$ cat config.mk
export PLATFORM = sky130hd
export DESIGN_NAME = traffic_light_monitor
export DESIGN_NICKNAME = d
export VERILOG_FILES = /design/src/rtl/traffic_pkg.sv /design/src/rtl/lamp_tracker.sv /design/src/rtl/traffic_light_monitor.sv
export SDC_FILE = /design/constraint.sdc
export NUM_CORES = 1
export LEC_CHECK = 0
export CAP_MARGIN = 25
export CORE_ASPECT_RATIO = 1.75
export CORE_UTILIZATION = 50
export CTS_CLUSTER_DIAMETER = 30
export DETAILED_ROUTE_END_ITERATION = 10
export GPL_TIMING_DRIVEN = 0
export PLACE_DENSITY = 0.67
export SYNTH_ARGS = -nofsm -noshare
export SYNTH_HDL_FRONTEND = slang
export SYNTH_SLANG_ARGS = --single-unit
export TNS_END_PERCENT = 30
$ cat constraint.sdc
create_clock -name clk -period 6.3 [get_ports clk]
set_input_delay 1.575 -clock clk [delete_from_list [all_inputs] [get_ports clk]]
set_output_delay 1.575 -clock clk [all_outputs]
set_load 0.05 [all_outputs]
$ cat src/rtl/traffic_pkg.sv
// Shared types and constants for the junction light bus monitor.
package traffic_pkg;

    // Lamp colour encoding on the bus (one-hot).
    typedef enum logic [2:0] {
        COL_RED = 3'b100,
        COL_YEL = 3'b010,
        COL_GRN = 3'b001
    } colour_e;

    // Per-lamp tracker phase.
    typedef enum logic [1:0] {
        ST_INIT = 2'd0,
        ST_RED  = 2'd1,
        ST_YEL  = 2'd2,
        ST_GRN  = 2'd3
    } lamp_state_e;

    // Fault codes, lowest value has highest priority.
    typedef enum logic [2:0] {
        FLT_NONE     = 3'd0,
        FLT_ONEHOT   = 3'd1,
        FLT_CONFLICT = 3'd2,
        FLT_SEQ      = 3'd3,
        FLT_DWELL    = 3'd4,
        FLT_STUCK    = 3'd5
    } fault_e;

    localparam int NUM_LAMPS = 4;

    localparam logic [1:0] LAMP_M1 = 2'd0;
    localparam logic [1:0] LAMP_MT = 2'd1;
    localparam logic [1:0] LAMP_M2 = 2'd2;
    localparam logic [1:0] LAMP_S  = 2'd3;

    // Only GRN->YEL, YEL->RED and RED->GRN are allowed colour changes.
    function automatic logic legal_step(input lamp_state_e from_st, input lamp_state_e to_st);
        return ((from_st == ST_GRN) && (to_st == ST_YEL)) ||
               ((from_st == ST_YEL) && (to_st == ST_RED)) ||
               ((from_st == ST_RED) && (to_st == ST_GRN));
    endfunction

    // Index of the lowest set bit; lower lamp index wins on ties.
    function automatic logic [1:0] lowest_lamp(input logic [NUM_LAMPS-1:0] vec);
        logic [1:0] idx;
        idx = 2'd0;
        for (int i = NUM_LAMPS - 1; i >= 0; i--) begin
            if (vec[i]) idx = 2'(i);
        end
        return idx;
    endfunction

endpackage

$ cat src/rtl/lamp_tracker.sv
// Tracks one lamp's phase and dwell time and flags per-lamp faults.
module lamp_tracker
    import traffic_pkg::*;
#(
    parameter int CNT_W      = 5,
    parameter int GREEN_MIN  = 2,
    parameter int YELLOW_MIN = 2,
    parameter int YELLOW_MAX = 3,
    parameter int STUCK_MAX  = 24
) (
    input  logic             clk,
    input  logic             rst,
    input  logic             sample_valid,
    input  logic [2:0]       lamp,
    output lamp_state_e      state,
    output logic [CNT_W-1:0] dwell,
    output logic             onehot_err,
    output logic             seq_err,
    output logic             dwell_err,
    output logic             stuck_err,
    output logic             yel_to_red
);

    localparam logic [CNT_W-1:0] DWELL_ONE  = {{(CNT_W-1){1'b0}}, 1'b1};
    localparam logic [CNT_W-1:0] DWELL_SAT  = {CNT_W{1'b1}};
    localparam logic [CNT_W-1:0] GREEN_LIM  = CNT_W'(GREEN_MIN);
    localparam logic [CNT_W-1:0] YEL_LIM    = CNT_W'(YELLOW_MIN);
    localparam logic [CNT_W-1:0] YEL_OVER   = CNT_W'(YELLOW_MAX + 1);
    localparam logic [CNT_W-1:0] STUCK_LIM  = CNT_W'(STUCK_MAX);

    lamp_state_e      state_reg, state_next;
    logic [CNT_W-1:0] dwell_reg, dwell_next;
    lamp_state_e      sample_st;

    assign state = state_reg;
    assign dwell = dwell_reg;

    // Phase and dwell registers.
    always_ff @(posedge clk) begin
        if (!rst) begin
            state_reg <= ST_INIT;
            dwell_reg <= '0;
        end else begin
            state_reg <= state_next;
            dwell_reg <= dwell_next;
        end
    end

    // Decode the sample, compare it with the held phase and raise per-lamp faults.
    // Dwell checks use the count of samples already seen in the current colour.
    always_comb begin
        state_next = state_reg;
        dwell_next = dwell_reg;
        onehot_err = 1'b0;
        seq_err    = 1'b0;
        dwell_err  = 1'b0;
        stuck_err  = 1'b0;
        yel_to_red = 1'b0;
        case (lamp)
            COL_RED: sample_st = ST_RED;
            COL_YEL: sample_st = ST_YEL;
            COL_GRN: sample_st = ST_GRN;
            default: sample_st = ST_INIT;
        endcase

        if (sample_valid) begin
            if (sample_st == ST_INIT) begin
                onehot_err = 1'b1;
                state_next = ST_INIT;
                dwell_next = '0;
            end else if (state_reg == ST_INIT) begin
                state_next = sample_st;
                dwell_next = DWELL_ONE;
            end else if (sample_st == state_reg) begin
                if (dwell_reg != DWELL_SAT) dwell_next = dwell_reg + DWELL_ONE;
                stuck_err = (dwell_reg == STUCK_LIM);
                dwell_err = (state_reg == ST_YEL) && (dwell_reg == YEL_OVER);
            end else begin
                state_next = sample_st;
                dwell_next = DWELL_ONE;
                seq_err    = !legal_step(state_reg, sample_st);
                dwell_err  = ((state_reg == ST_GRN) && (dwell_reg < GREEN_LIM)) ||
                             ((state_reg == ST_YEL) && (dwell_reg < YEL_LIM));
                yel_to_red = (state_reg == ST_YEL) && (sample_st == ST_RED);
            end
        end
    end

endmodule

$ cat src/rtl/traffic_light_monitor.sv
// Receive-side checker for the 4-lamp junction light bus: sticky first fault and cycle count.
module traffic_light_monitor
    import traffic_pkg::*;
#(
    parameter int CNT_W      = 5,
    parameter int GREEN_MIN  = 2,
    parameter int YELLOW_MIN = 2,
    parameter int YELLOW_MAX = 3,
    parameter int STUCK_MAX  = 24
) (
    input  logic       clk,
    input  logic       rst,
    input  logic [2:0] light_M1,
    input  logic [2:0] light_Mt,
    input  logic [2:0] light_M2,
    input  logic [2:0] light_S,
    input  logic       fault_clr,
    output logic       fault,
    output logic [2:0] fault_code,
    output logic [1:0] fault_lamp,
    output logic [7:0] cycle_count
);

    logic [2:0]           lamp_in  [NUM_LAMPS];
    logic [2:0]           lamp_reg [NUM_LAMPS];
    // The cleared input register holds 000, which is not a legal colour; checks
    // stay off until the first real sample has been captured after reset.
    logic                 valid_reg;

    lamp_state_e          trk_state [NUM_LAMPS];
    logic [CNT_W-1:0]     trk_dwell [NUM_LAMPS];
    logic [NUM_LAMPS-1:0] onehot_vec, seq_vec, dwell_vec, stuck_vec, y2r_vec, non_red;
    logic [NUM_LAMPS-1:0] unused_trk;

    logic                 conflict;
    fault_e               det_code;
    logic [1:0]           det_lamp;

    logic                 fault_reg;
    fault_e               fault_code_reg;
    logic [1:0]           fault_lamp_reg;
    logic [7:0]           cycle_count_reg;

    assign lamp_in[LAMP_M1] = light_M1;
    assign lamp_in[LAMP_MT] = light_Mt;
    assign lamp_in[LAMP_M2] = light_M2;
    assign lamp_in[LAMP_S]  = light_S;

    // Sample-valid flag for the input stage.
    always_ff @(posedge clk) begin
        if (!rst) valid_reg <= 1'b0;
        else      valid_reg <= 1'b1;
    end

    genvar gi;
    generate
        for (gi = 0; gi < NUM_LAMPS; gi++) begin : g_lamp
            // Input stage: capture the lamp every cycle.
            always_ff @(posedge clk) begin
                if (!rst) lamp_reg[gi] <= 3'b000;
                else      lamp_reg[gi] <= lamp_in[gi];
            end

            lamp_tracker #(
                .CNT_W      (CNT_W),
                .GREEN_MIN  (GREEN_MIN),
                .YELLOW_MIN (YELLOW_MIN),
                .YELLOW_MAX (YELLOW_MAX),
                .STUCK_MAX  (STUCK_MAX)
            ) u_trk (
                .clk          (clk),
                .rst          (rst),
                .sample_valid (valid_reg),
                .lamp         (lamp_reg[gi]),
                .state        (trk_state[gi]),
                .dwell        (trk_dwell[gi]),
                .onehot_err   (onehot_vec[gi]),
                .seq_err      (seq_vec[gi]),
                .dwell_err    (dwell_vec[gi]),
                .stuck_err    (stuck_vec[gi]),
                .yel_to_red   (y2r_vec[gi])
            );

            assign non_red[gi]    = (lamp_reg[gi] != COL_RED);
            assign unused_trk[gi] = ^{trk_state[gi], trk_dwell[gi]};
        end
    endgenerate

    // Side road may only show non-red while all main lamps are red; Mt and M2 are mutually exclusive.
    assign conflict = valid_reg &&
        ((non_red[LAMP_S] && (non_red[LAMP_M1] || non_red[LAMP_MT] || non_red[LAMP_M2])) ||
         (non_red[LAMP_MT] && non_red[LAMP_M2]));

    // Priority encoder: lowest fault code first, then lowest lamp index.
    always_comb begin
        det_code = FLT_NONE;
        det_lamp = 2'd0;
        if (|onehot_vec) begin
            det_code = FLT_ONEHOT;
            det_lamp = lowest_lamp(onehot_vec);
        end else if (conflict) begin
            det_code = FLT_CONFLICT;
        end else if (|seq_vec) begin
            det_code = FLT_SEQ;
            det_lamp = lowest_lamp(seq_vec);
        end else if (|dwell_vec) begin
            det_code = FLT_DWELL;
            det_lamp = lowest_lamp(dwell_vec);
        end else if (|stuck_vec) begin
            det_code = FLT_STUCK;
            det_lamp = lowest_lamp(stuck_vec);
        end
    end

    // Sticky fault latch; a detection in the clearing cycle takes the slot.
    always_ff @(posedge clk) begin
        if (!rst) begin
            fault_reg      <= 1'b0;
            fault_code_reg <= FLT_NONE;
            fault_lamp_reg <= 2'd0;
        end else if ((det_code != FLT_NONE) && (!fault_reg || fault_clr)) begin
            fault_reg      <= 1'b1;
            fault_code_reg <= det_code;
            fault_lamp_reg <= det_lamp;
        end else if (fault_clr) begin
            fault_reg      <= 1'b0;
            fault_code_reg <= FLT_NONE;
            fault_lamp_reg <= 2'd0;
        end
    end

    // Junction cycle counter: one count per legal side-road yellow-to-red.
    always_ff @(posedge clk) begin
        if (!rst)                  cycle_count_reg <= 8'd0;
        else if (y2r_vec[LAMP_S])  cycle_count_reg <= cycle_count_reg + 8'd1;
    end

    assign fault       = fault_reg;
    assign fault_code  = fault_code_reg;
    assign fault_lamp  = fault_lamp_reg;
    assign cycle_count = cycle_count_reg;

endmodule

==> flow_metrics.env, run 1 <==
export IMPL_final_core_util=0.601
export IMPL_drive_gt1_frac=0.0554
export IMPL_drtAntennaViolNets=0
export IMPL_slew_violations=0
export IMPL_holdWs_ps=490
export IMPL_port_buffers=28
export IMPL_netlist_instances=451
export IMPL_yosysSeqAreaShare=0.309
export IMPL_fmax_ghz=0.296
export IMPL_synth_area_leaders="dfxtp_1 31%, nor2_1 5.2%, a21oi_1 4.6%"
export IMPL_cts_made_buffers=5
export IMPL_clock_root_buffer="clkbuf_16"
export IMPL_min_period_ps=3370
export IMPL_synthTopCellsByCount="55 x dfxtp_1, 49 x nor2_1, 33 x a21oi_1"
export IMPL_place_area_um2=3950
export IMPL_grt_pass1_vias=3241
export IMPL_antenna_cells=0
export IMPL_wire_per_inst_um=16.1
export IMPL_ys_flop_type="dfxtp_1"
export IMPL_worstMarginPinSlew_ps=709
export IMPL_final_area_um2=4120
export IMPL_syn_avg_cell_area_um2=7.90
export IMPL_hold_path_class="flip-flop to flip-flop"
export IMPL_p_leak_nw=1.47
export IMPL_cts_sinks=55
export IMPL_grt_max_degree=17
export IMPL_max_vdd_ir_drop_v=0.000146
export IMPL_cp_arrival_ps=3540
export IMPL_startpoint_type="input port"
export IMPL_yosys_warnings=0
export IMPL_worst_path_max_fanout=10
export IMPL_clk_path_buf_depth=2
export IMPL_grt_pass1_wl_um=15200
export IMPL_overflow=0
export IMPL_dr_pass1_iters=4
export IMPL_p_per_area_nw_per_um2=202
export IMPL_hold_buffers=0
export IMPL_vias=3396
export IMPL_final_hold_viol_count=0
export IMPL_drc_errors=0
export IMPL_fin_tns_setup_ps=0
export IMPL_syn_nets=479
export IMPL_hold_depth=2
export IMPL_dpl_hpwl_um=6810
export IMPL_synth_top_area_cell="dfxtp_1"
export IMPL_antenna_found_initial=0
export IMPL_syn_area_um2=3560
export IMPL_clk_latency_ps=300
export IMPL_avgViaCountPerCell=5.95
export IMPL_synth_top_area_frac=0.309
export IMPL_cts_tree="built"
export IMPL_htreeDepth=2
export IMPL_gr_usage_all_layers=0.266
export IMPL_start_util=0.520
export IMPL_fill_cells=627
export IMPL_cp_required_ps=6460
export IMPL_num_rows=40
export IMPL_setup_violations=0
export IMPL_clk_pin_slew_ps=70
export IMPL_chipHeight_um=114
export IMPL_fin_crit_sh=0.536
export IMPL_coreArea_um2=6860
export IMPL_cts_resized=0
export IMPL_post_synth_top_count_cell="dfxtp_1"
export IMPL_routed_wl_um=9190
export IMPL_die_x_um=65.8
export IMPL_synth_edf_count=0
export IMPL_drtIter0Drc=151
export IMPL_critPathKind="input port to flip-flop"
export IMPL_crit_path_end_kind="flip-flop"
export IMPL_routabilityCongestion=0.873
export IMPL_slew_headroom=0.527
export IMPL_ys_ff_latch=55
export IMPL_synth_distinct_cells=71
export IMPL_rsz0062_at_grt="no"
export IMPL_maxCapViolCount=0
export IMPL_post_cts_buffers=0
export IMPL_fin_nets=514
export IMPL_io_pins=29
export IMPL_area_delta_synth_final_pct=15.7
export IMPL_clock_skew_ps=6.27
export IMPL_dieArea_um2=7480
export IMPL_largest_reg_flops=20
export IMPL_r2r_cells=9
export IMPL_async_flop_share=0
export IMPL_status="finished, final reports clean"
==> cell type report <==
class	instances	area [µm²]	share of cell area
timing repair buffer	28	280	0.0680
sequential	55	1100	0.267
inverter	22	82.6	0.0200
clock inverter	2	35.0	0.00850
clock buffer	6	139	0.0337
multi-input combinational	342	2230	0.541
tap	84	105	0.0255
buffer	32	150	0.0364
==> layout by cell type (no fill, tap or decap), types with 9 or more instances in the layout <==
cell and count:
a21oi_1 33, a22oi_1 9, and2_1 15, clkbuf_1 20, clkdlybuf4s50_1 28, dfxtp_1 55, ha_1 13, inv_1 21
nand2_1 26, nand3_1 13, nand4b_1 9, nor2_1 49, nor3_1 12, nor3b_1 9, o21ai_0 19, xnor2_1 9
==> final timing paths <==
check                             startpoint                     endpoint  slack, ps
setup / recovery                         rst  cycle_count[5]$_SDFFE_PN0P_       2930
hold / removal    fault_lamp[1]$_SDFFE_PN0P_   fault_lamp[1]$_SDFFE_PN0P_        490
setup reg to reg   lamp_reg[2][0]$_SDFF_PN0_   fault_code[1]$_SDFFE_PN0P_       3420
hold reg to reg   fault_lamp[1]$_SDFFE_PN0P_   fault_lamp[1]$_SDFFE_PN0P_        490
==> power breakdown <==
group          switching [mW]  internal [mW]
combinational          0.0813         0.0542
sequential            0.00814          0.359
clock                   0.132          0.198
total                   0.222          0.611
==> stage by stage <==
step	setup slack, ps	power, mW	instances
final	2930	0.833	571
after global placement	2660	0.507	563
after CTS	2930	0.837	571
after global routing	2800	0.869	571
after detailed placement	2620	0.509	563
after floorplan	3840	0.468	451
==> cells by family (layout without fill, tap and decap cells) <==
kind of cell,count (synthesis),in the layout,synth area share
adders and majority gates,15,15,0.0512
and+or+nand+nor,193,193,0.305
xor gates and xnor gates,17,17,0.0418
AOI/OAI and AO/OA,112,112,0.212
DFF,55,55,0.309
muxes,5,5,0.0151
buffers and inverters,54,90,0.0653
==> critical path: stages <==
cell	delay, ps
clkdlybuf4s50_1	590
inv_1	190
clkbuf_1	450
clkbuf_1	600
nor2_1	110
==> per-layer routing <==
layer / global-route usage / up-vias / wire [µm]
met3: 0.0420 / 17 / 415
met4: 0.148 / 0 / 274
li1: - / 1703 / -
met1: 0.289 / 1602 / 3700
met2: 0.471 / 74 / 4800
met5: 0 / - / 0
Note: power is estimated with default switching activity, not from simulation.
==> inputs of run 2 (changes only) <==
==> constraint.sdc (replaced) <==
create_clock -name clk -period 3.3 [get_ports clk]
set_input_delay 0.825 -clock clk [delete_from_list [all_inputs] [get_ports clk]]
set_output_delay 0.825 -clock clk [all_outputs]
set_load 0.05 [all_outputs]
==> results of run 2 <==
The final DEF is identical to that of run 1. Status: finished, final reports clean.
Among the figures that moved: setup slack after placement 2620 ps -> 366 ps; setup slack after layout 2930 ps -> 418 ps; start point of the critical path rst -> lamp_reg[2][0]$_SDFF_PN0_; end point of the critical path cycle_count[5]$_SDFFE_PN0P_ -> fault_code[1]$_SDFFE_PN0P_; register-to-register setup slack 3420 ps -> 420 ps; total power 0.833 mW -> 1.59 mW; worst IR drop on VDD 0.000146 V -> 0.000279 V
